`config.mk`:
```
export PLATFORM = sky130hd
export DESIGN_NAME = rr_arb16
export DESIGN_NICKNAME = d
export VERILOG_FILES = /design/src/rtl/rr_arb16.sv
export SDC_FILE = /design/constraint.sdc
export NUM_CORES = 1
export LEC_CHECK = 0
export ABC_AREA = 0
export BUFFER_PORTS_ARGS = -buffer_cell sky130_fd_sc_hd__clkbuf_2
export CAP_MARGIN = 20
export CORE_AREA = 10 10 93 95
export CTS_CLUSTER_DIAMETER = 40
export DETAILED_ROUTE_END_ITERATION = 16
export DIE_AREA = 0 0 103 105
export PLACE_DENSITY = 0.8
export SKIP_CTS_REPAIR_TIMING = 1
export SYNTH_ARGS = -nofsm -noshare
export SYNTH_HDL_FRONTEND = slang
export SYNTH_SLANG_ARGS = --single-unit
```
`constraint.sdc`:
```
create_clock -name Clock -period 7.03 [get_ports Clock]
set_clock_uncertainty 0.05 [all_clocks]
set_input_delay 0.3515 -clock Clock [delete_from_list [all_inputs] [get_ports Clock]]
set_output_delay 0.3515 -clock Clock [all_outputs]
set_load 0.01 [all_outputs]
```
`src/rtl/rr_arb16.sv`:
```
// 16-requester round-robin arbiter with registered one-hot grant and per-grant hold limit.
// Define ARB_PRIORITY0_EN to give requester 0 absolute priority in IDLE.
module rr_arb16 #(
   parameter int HOLD_MAX = 8,
   parameter int PTR_INIT = 0
) (
   input  logic        Clock,
   input  logic        Resetn,
   input  logic        En,
   input  logic [0:15] Req,
   input  logic        Done,
   output logic [0:15] Gnt,
   output logic [3:0]  GntIdx,
   output logic        Valid,
   output logic        Timeout
);

   typedef enum logic {IDLE, GRANT} state_t;

   localparam logic [3:0] LIM    = 4'(HOLD_MAX - 1);
   localparam bit         LIM_EN = (HOLD_MAX != 0);

   state_t      state, state_n;
   logic [0:15] gnt_n;
   logic [3:0]  idx_n, ptr, ptr_n, cnt, cnt_n, win;
   logic        found, to_n;
   logic        rel_done, rel_wd, rel_lim, rel_en;

   // Scan from the pointer upward, wrapping through the 4-bit add
   always_comb begin
      win   = ptr;
      found = 1'b0;
      for (int k = 0; k < 16; k++) begin
         if (!found && Req[ptr + 4'(k)]) begin
            win   = ptr + 4'(k);
            found = 1'b1;
         end
      end
`ifdef ARB_PRIORITY0_EN
      if (Req[0]) begin
         win   = 4'd0;
         found = 1'b1;
      end
`endif
   end

   assign rel_done = Done;
   assign rel_wd   = !Req[GntIdx];
   assign rel_lim  = LIM_EN && (cnt == LIM);
   assign rel_en   = !En;

   always_comb begin
      state_n = state;
      gnt_n   = '0;
      idx_n   = GntIdx;
      ptr_n   = ptr;
      cnt_n   = cnt;
      to_n    = 1'b0;
      case (state)
         IDLE: begin
            if (En && found) begin
               state_n    = GRANT;
               gnt_n[win] = 1'b1;
               idx_n      = win;
               cnt_n      = 4'd0;
            end
         end
         GRANT: begin
            if (rel_done || rel_wd || rel_lim || rel_en) begin
               state_n = IDLE;
               // Disable alone leaves the pointer where it was
               if (rel_done || rel_wd || rel_lim)
                  ptr_n = GntIdx + 4'd1;
               to_n = rel_lim && !rel_done && !rel_wd && !rel_en;
            end else begin
               gnt_n = Gnt;
               if (cnt != 4'hf)
                  cnt_n = cnt + 4'd1;
            end
         end
         default: state_n = IDLE;
      endcase
   end

   always_ff @(posedge Clock or negedge Resetn) begin
      if (!Resetn) begin
         state   <= IDLE;
         Gnt     <= '0;
         GntIdx  <= 4'd0;
         ptr     <= 4'(PTR_INIT);
         cnt     <= 4'd0;
         Timeout <= 1'b0;
      end else begin
         state   <= state_n;
         Gnt     <= gnt_n;
         GntIdx  <= idx_n;
         ptr     <= ptr_n;
         cnt     <= cnt_n;
         Timeout <= to_n;
      end
   end

   assign Valid = |Gnt;

endmodule

```
Word-level counts from Yosys, hierarchy flattened
Index checks and enable logic that the tools add are counted.
Word-level totals
  input bits: 20
  logic and storage cells: 208
  bits in registers: 30
  output and inout bits: 22
Cells by class
  bitwise operators: 19
  equal/unequal tests: 6
  reductions and logical operators: 45
  add/sub/neg operators: 17
  order comparisons: 19
  muxes and demuxes: 96
Operators by type and width (count)
  5-bit greater-or-equal comparator, second input constant: 18
  4-bit NOT with 5-bit output: 18
  4-bit two-way mux: 18
  1-bit binary-select mux with 4-bit select: 17
  1-bit two-way mux: 55
  4-bit adder, second input constant: 8
  16-bit two-way mux: 2
  16-bit one-hot mux with 2 select lines: 1
  1-bit logical AND: 20
  1-bit logical NOT: 18
  4-bit by 3-bit adder with 4-bit output, second input constant: 4
  16-bit OR reduction: 1
  4-bit by 1-bit adder with 4-bit output, second input constant: 3
  4-bit by 2-bit adder with 4-bit output, second input constant: 2
  4-bit one-hot mux with 2 select lines: 1
  3-bit AND reduction: 2
  5-bit by 1-bit less-than comparator with 1-bit output, second input constant: 1
  1-bit demux with 4-bit select: 1
  4-bit by 3-bit equality test with 1-bit output, second input constant: 1
  2-bit by 1-bit != test with 1-bit output, second input constant: 2
  2-bit != test, second input constant: 2
  4-bit != test, second input constant: 1
  1-bit logical OR: 3
  1-bit one-hot mux with 2 select lines: 1
  other kinds (2): 2

Longest topological paths before layout
  depth after elaboration: 57
  depth in mapped cells: 18
  mapped depth without buffers: 12

Worst setup path after synthesis
OpenSTA, ideal clock, no wires.
  path type: register to register
  start point: reg ptr[1]
  end point: reg Gnt[6] (netlist name)
  path buffers: 5
  path slack: 2781 ps
  data arrival time: 4103 ps
  stages on the path, launching flop included: 18
  clock period less this slack: 4249 ps
  path through: dfrtp_1 buf_6 buf_6 buf_6 inv_1 ha_1 buf_6 buf_4 mux4_2 mux2i_1 mux2i_2 nor2_1 nand4b_1 or3_4 o21ai_2 a21oi_2 or3_1 o31ai_1
On the way
  word-level cells in the longest chain between the ends: 57
  elaborated cells between the ends (all ways): 149
RTL lines
  start, declared: RTL line 25  | logic [3:0] idx_n, ptr, ptr_n, cnt, cnt_n, win;
  start signal, assigned: RTL line 90  | ptr <= 4'(PTR_INIT);
  start signal, assigned: RTL line 97  | ptr <= ptr_n;
  branches (longest 55 deep; another with 4-bit by 1-bit adder with 4-bit output)
  16-bit two-way mux *: RTL line 61  | if (En && found) begin
  16-bit one-hot mux with 2 select lines *: RTL line 59  | case (state)
  end signal, assigned: RTL line 95  | Gnt <= gnt_n;
  end, declared: RTL line 12  | output logic [0:15] Gnt,
Mark *: on every way between the ends. The select of a mux whose other input is x is not followed.
A chain may end at the register's enable or synchronous reset.

Final worst setup path
  start point: reg ptr[0]
  end point: reg Gnt[2] (netlist name)
The elaborated chain is that of the path after synthesis.

==> impl_metrics.toml <==
[clock_tree]
clkSinkCount = 30
clock_insertion_delay_worst_skew_ns = 0.28
cts_max_path_buffers = 2
cts_inserted_buffers = 5
cts.reportedPaths.clkPinSlew_ns = 0.07
htree_num_levels = 2
cts_tree = "yes"
clockRootBuffer = "sky130_fd_sc_hd__clkbuf_8"

[route]
wirelength_mm = 12.0
detailroute.via_count = 3780
routed_wire_length_per_instance_microns = 23.0
antenna_left = 0
drt_iter0_markers = 381
drt_pass1_iterations = 5
drc = 0
post_drt_via_cell_ratio = 7.27

[worst_setup_path]
critical_path_class = "flop to flop"
worstSetupStartpoint = "ptr[0]$_DFFE_PN0P_"
cp_data_required_time_ns = 7.19
top_fanout_value_on_the_critical_path = 31
reg2reg_from = "ptr[0]$_DFFE_PN0P_"
critical_path.reg2reg.endpoint = "Gnt[2]$_DFFE_PN0P_"
timing.critical_path.arrival_ns = 5.42
endpoint_type_of_the_worst_setup_path = "flop"
worst_r2r_path_depth = 14
timing.reg2reg.setup_slack_ns = 1.77
worst_setup_path_start_kind = "flop"

[synth]
synth_top_area_share_pct = 18.8
synthSimpleGateAreaFrac_pct = 18.7
yosysWarnings = 0
largest_family_of_logic_cells_by_synthesized_area = "multiplexers"
synth-async-reset-ratio_pct = 100
postSynth.topFlopCell = "sky130_fd_sc_hd__dfrtp_1"
synth_top_area_cell = "sky130_fd_sc_hd__dfrtp_1"
synthCells = 412
seq_area_frac_synth_pct = 18.8
count_of_different_cell_masters_after_synthesis = 68
synth_compound_gate_area_share_pct = 17.8
post_synth_mux_area_share_pct = 33.0
synth_edf_count = 0
share_of_the_synthesized_netlist_area_taken_by_xor_and_xnor_gates_pct = 3.98
synth-adder-area-share_pct = 2.82
synth_nets = 441
synth_area_sq_um = 3990
synth.avg_cell_area_sq_um = 9.69
ys_ff_latch = 30
yosys-top-cells-area = "sky130_fd_sc_hd__dfrtp_1 (19%), sky130_fd_sc_hd__mux4_2 (13%), sky130_fd_sc_hd__mux2i_1 (9.5%), sky130_fd_sc_hd__mux4_1 (5.3%), sky130_fd_sc_hd__mux2_2 (4.2%)"

[finish]
register_area_sq_um = 751
n_antenna_cell = 0
most-common-layout-cells = "sky130_fd_sc_hd__clkbuf_2 (41), sky130_fd_sc_hd__nand2_1 (38), sky130_fd_sc_hd__mux2i_1 (38), sky130_fd_sc_hd__nor2_1 (32), sky130_fd_sc_hd__dfrtp_1 (30)"
nNetsFinal = 468
multi_input_area_sq_um = 3050
layout.cells.most_common = "sky130_fd_sc_hd__clkbuf_2"
drive_above_1_share_pct = 25.7
area_delta_synth_final_pct = 6.39
final_cell_area_sq_um = 4250
fillerInstances = 572
fin_util_pct = 62.9

[global_routing]
grt_pass1_wl_mm = 19.2
grt.total_usage_pct = 21.8
global_route.overflow_total = 0
largest_net_degree_at_the_start_of_global_routing = 32
grt_pass1_vias = 3637
grt_antenna_before_repair = 0

[floorplan]
die_width_microns = 103
dieArea_sq_um = 10800
pin_count = 42
start_util_pct = 59.1
placementRows = 30
core_area_sq_um = 6760
floorplan.die.height_microns = 105

[timing]
timing_max_transition_violations_final = 0
timing_worst_slew_pin_value_ns = 0.988
timing.final.hold_violations = 0
fin_crit_ns = 5.26
grt_setup_unrepaired = "false"
hold_ws_ns = 0.0643
finalSetupViolCount = 0
final_min_period_over_clock_period_pct = 74.9
fin_tns_setup_ns = 0
max_clk_rate_mhz = 190
slew_headroom_pct = 33.9

[min_path]
hold_path.class = "input pin to async pin"

[placed_design]
numPortBuffers = 41
final_gp_congestion = 1.01
place.detailed.hpwl_mm = 8.91
placed_cell_area_sq_um = 4160

[run]
drv_cap = 0

[run_status]
outcome = "finished clean"
## critical path: stages, from the launching register on
cell and delay, ns:
sky130_fd_sc_hd__dfrtp_1 0.34, sky130_fd_sc_hd__buf_4 0.38, sky130_fd_sc_hd__inv_1 0.33, sky130_fd_sc_hd__ha_1 0.69, sky130_fd_sc_hd__buf_4 0.31, sky130_fd_sc_hd__mux4_1 0.42, sky130_fd_sc_hd__mux2i_2 0.28, sky130_fd_sc_hd__mux2i_1 0.20
sky130_fd_sc_hd__or2_1 0.34, sky130_fd_sc_hd__nand2b_2 0.32, sky130_fd_sc_hd__nor3_2 0.27, sky130_fd_sc_hd__a21oi_1 0.14, sky130_fd_sc_hd__o2bb2ai_1 0.16, sky130_fd_sc_hd__a31oi_2 0.64, sky130_fd_sc_hd__a32o_1 0.28
## metal layers
metal | track usage (%) | up-vias | wire [microns]
li1 | - | 1679 | -
met1 | 30.3 | 1816 | 5060
met2 | 32.5 | 249 | 5420
met3 | 4.28 | 36 | 1060
met4 | 8.25 | 0 | 415
met5 | 0 | - | 0
## cells in the mapped netlist, types with 9 or more instances
cell type	n
sky130_fd_sc_hd__a21oi_1	23
sky130_fd_sc_hd__a32o_1	9
sky130_fd_sc_hd__clkbuf_1	9
sky130_fd_sc_hd__dfrtp_1	30
sky130_fd_sc_hd__ha_1	9
sky130_fd_sc_hd__mux2_2	15
sky130_fd_sc_hd__mux2i_1	38
sky130_fd_sc_hd__mux4_2	23
sky130_fd_sc_hd__nand2_1	38
sky130_fd_sc_hd__nor2_1	32
sky130_fd_sc_hd__o21ai_0	24
## metrics by stage
stage / cells / setup slack [ns]
finish: 520 / 1.77
global route: 520 / 1.44
CTS: 520 / 1.87
detailed placement: 512 / 1.88
global placement: 512 / 2.00
floorplan: 412 / 2.78
## layout make-up
cell class	instances	area share (%)
multi-input cells	351	71.7
flip-flops and latches	30	17.7
repair buffers	45	5.54
well taps	80	2.36
clock buffers	7	2.03
inverters	6	0.530
clock inverters	1	0.118
## flip-flops by register name, indices dropped and copies added (netlist names)
| signal | cells |
|---|---|
| Gnt | 16 |
| GntIdx | 4 |
| cnt | 4 |
| ptr | 4 |
| Timeout | 1 |
| state | 1 |
## logic make-up (layout without fill, tap and decap cells)
kind of cell,count (synthesis),in the layout
AO/OA/AOI/OAI,102,102
XOR/XNOR,13,13
adder cells (fa/ha/maj),9,9
buffers and inverters,31,59
flip-flops,30,30
multiplexers,87,87
AND/OR/NAND/NOR,140,140
## worst max path at each step
| stage | endpoint | depth (start not counted) |
|---|---|---|
| floorplan | Gnt[6]$_DFFE_PN0P_ | 17 |
| global placement | Gnt[0]$_DFFE_PN0P_ | 14 |
| detailed placement | Gnt[2]$_DFFE_PN0P_ | 14 |
| CTS | Gnt[2]$_DFFE_PN0P_ | 14 |
| global route | GntIdx[2]$_DFFE_PN0P_ | 14 |
| finish | Gnt[2]$_DFFE_PN0P_ | 14 |
Power is left out: the tool's default activity adds up to more than one toggle a clock period on the data nets, which glitch-free logic cannot reach.
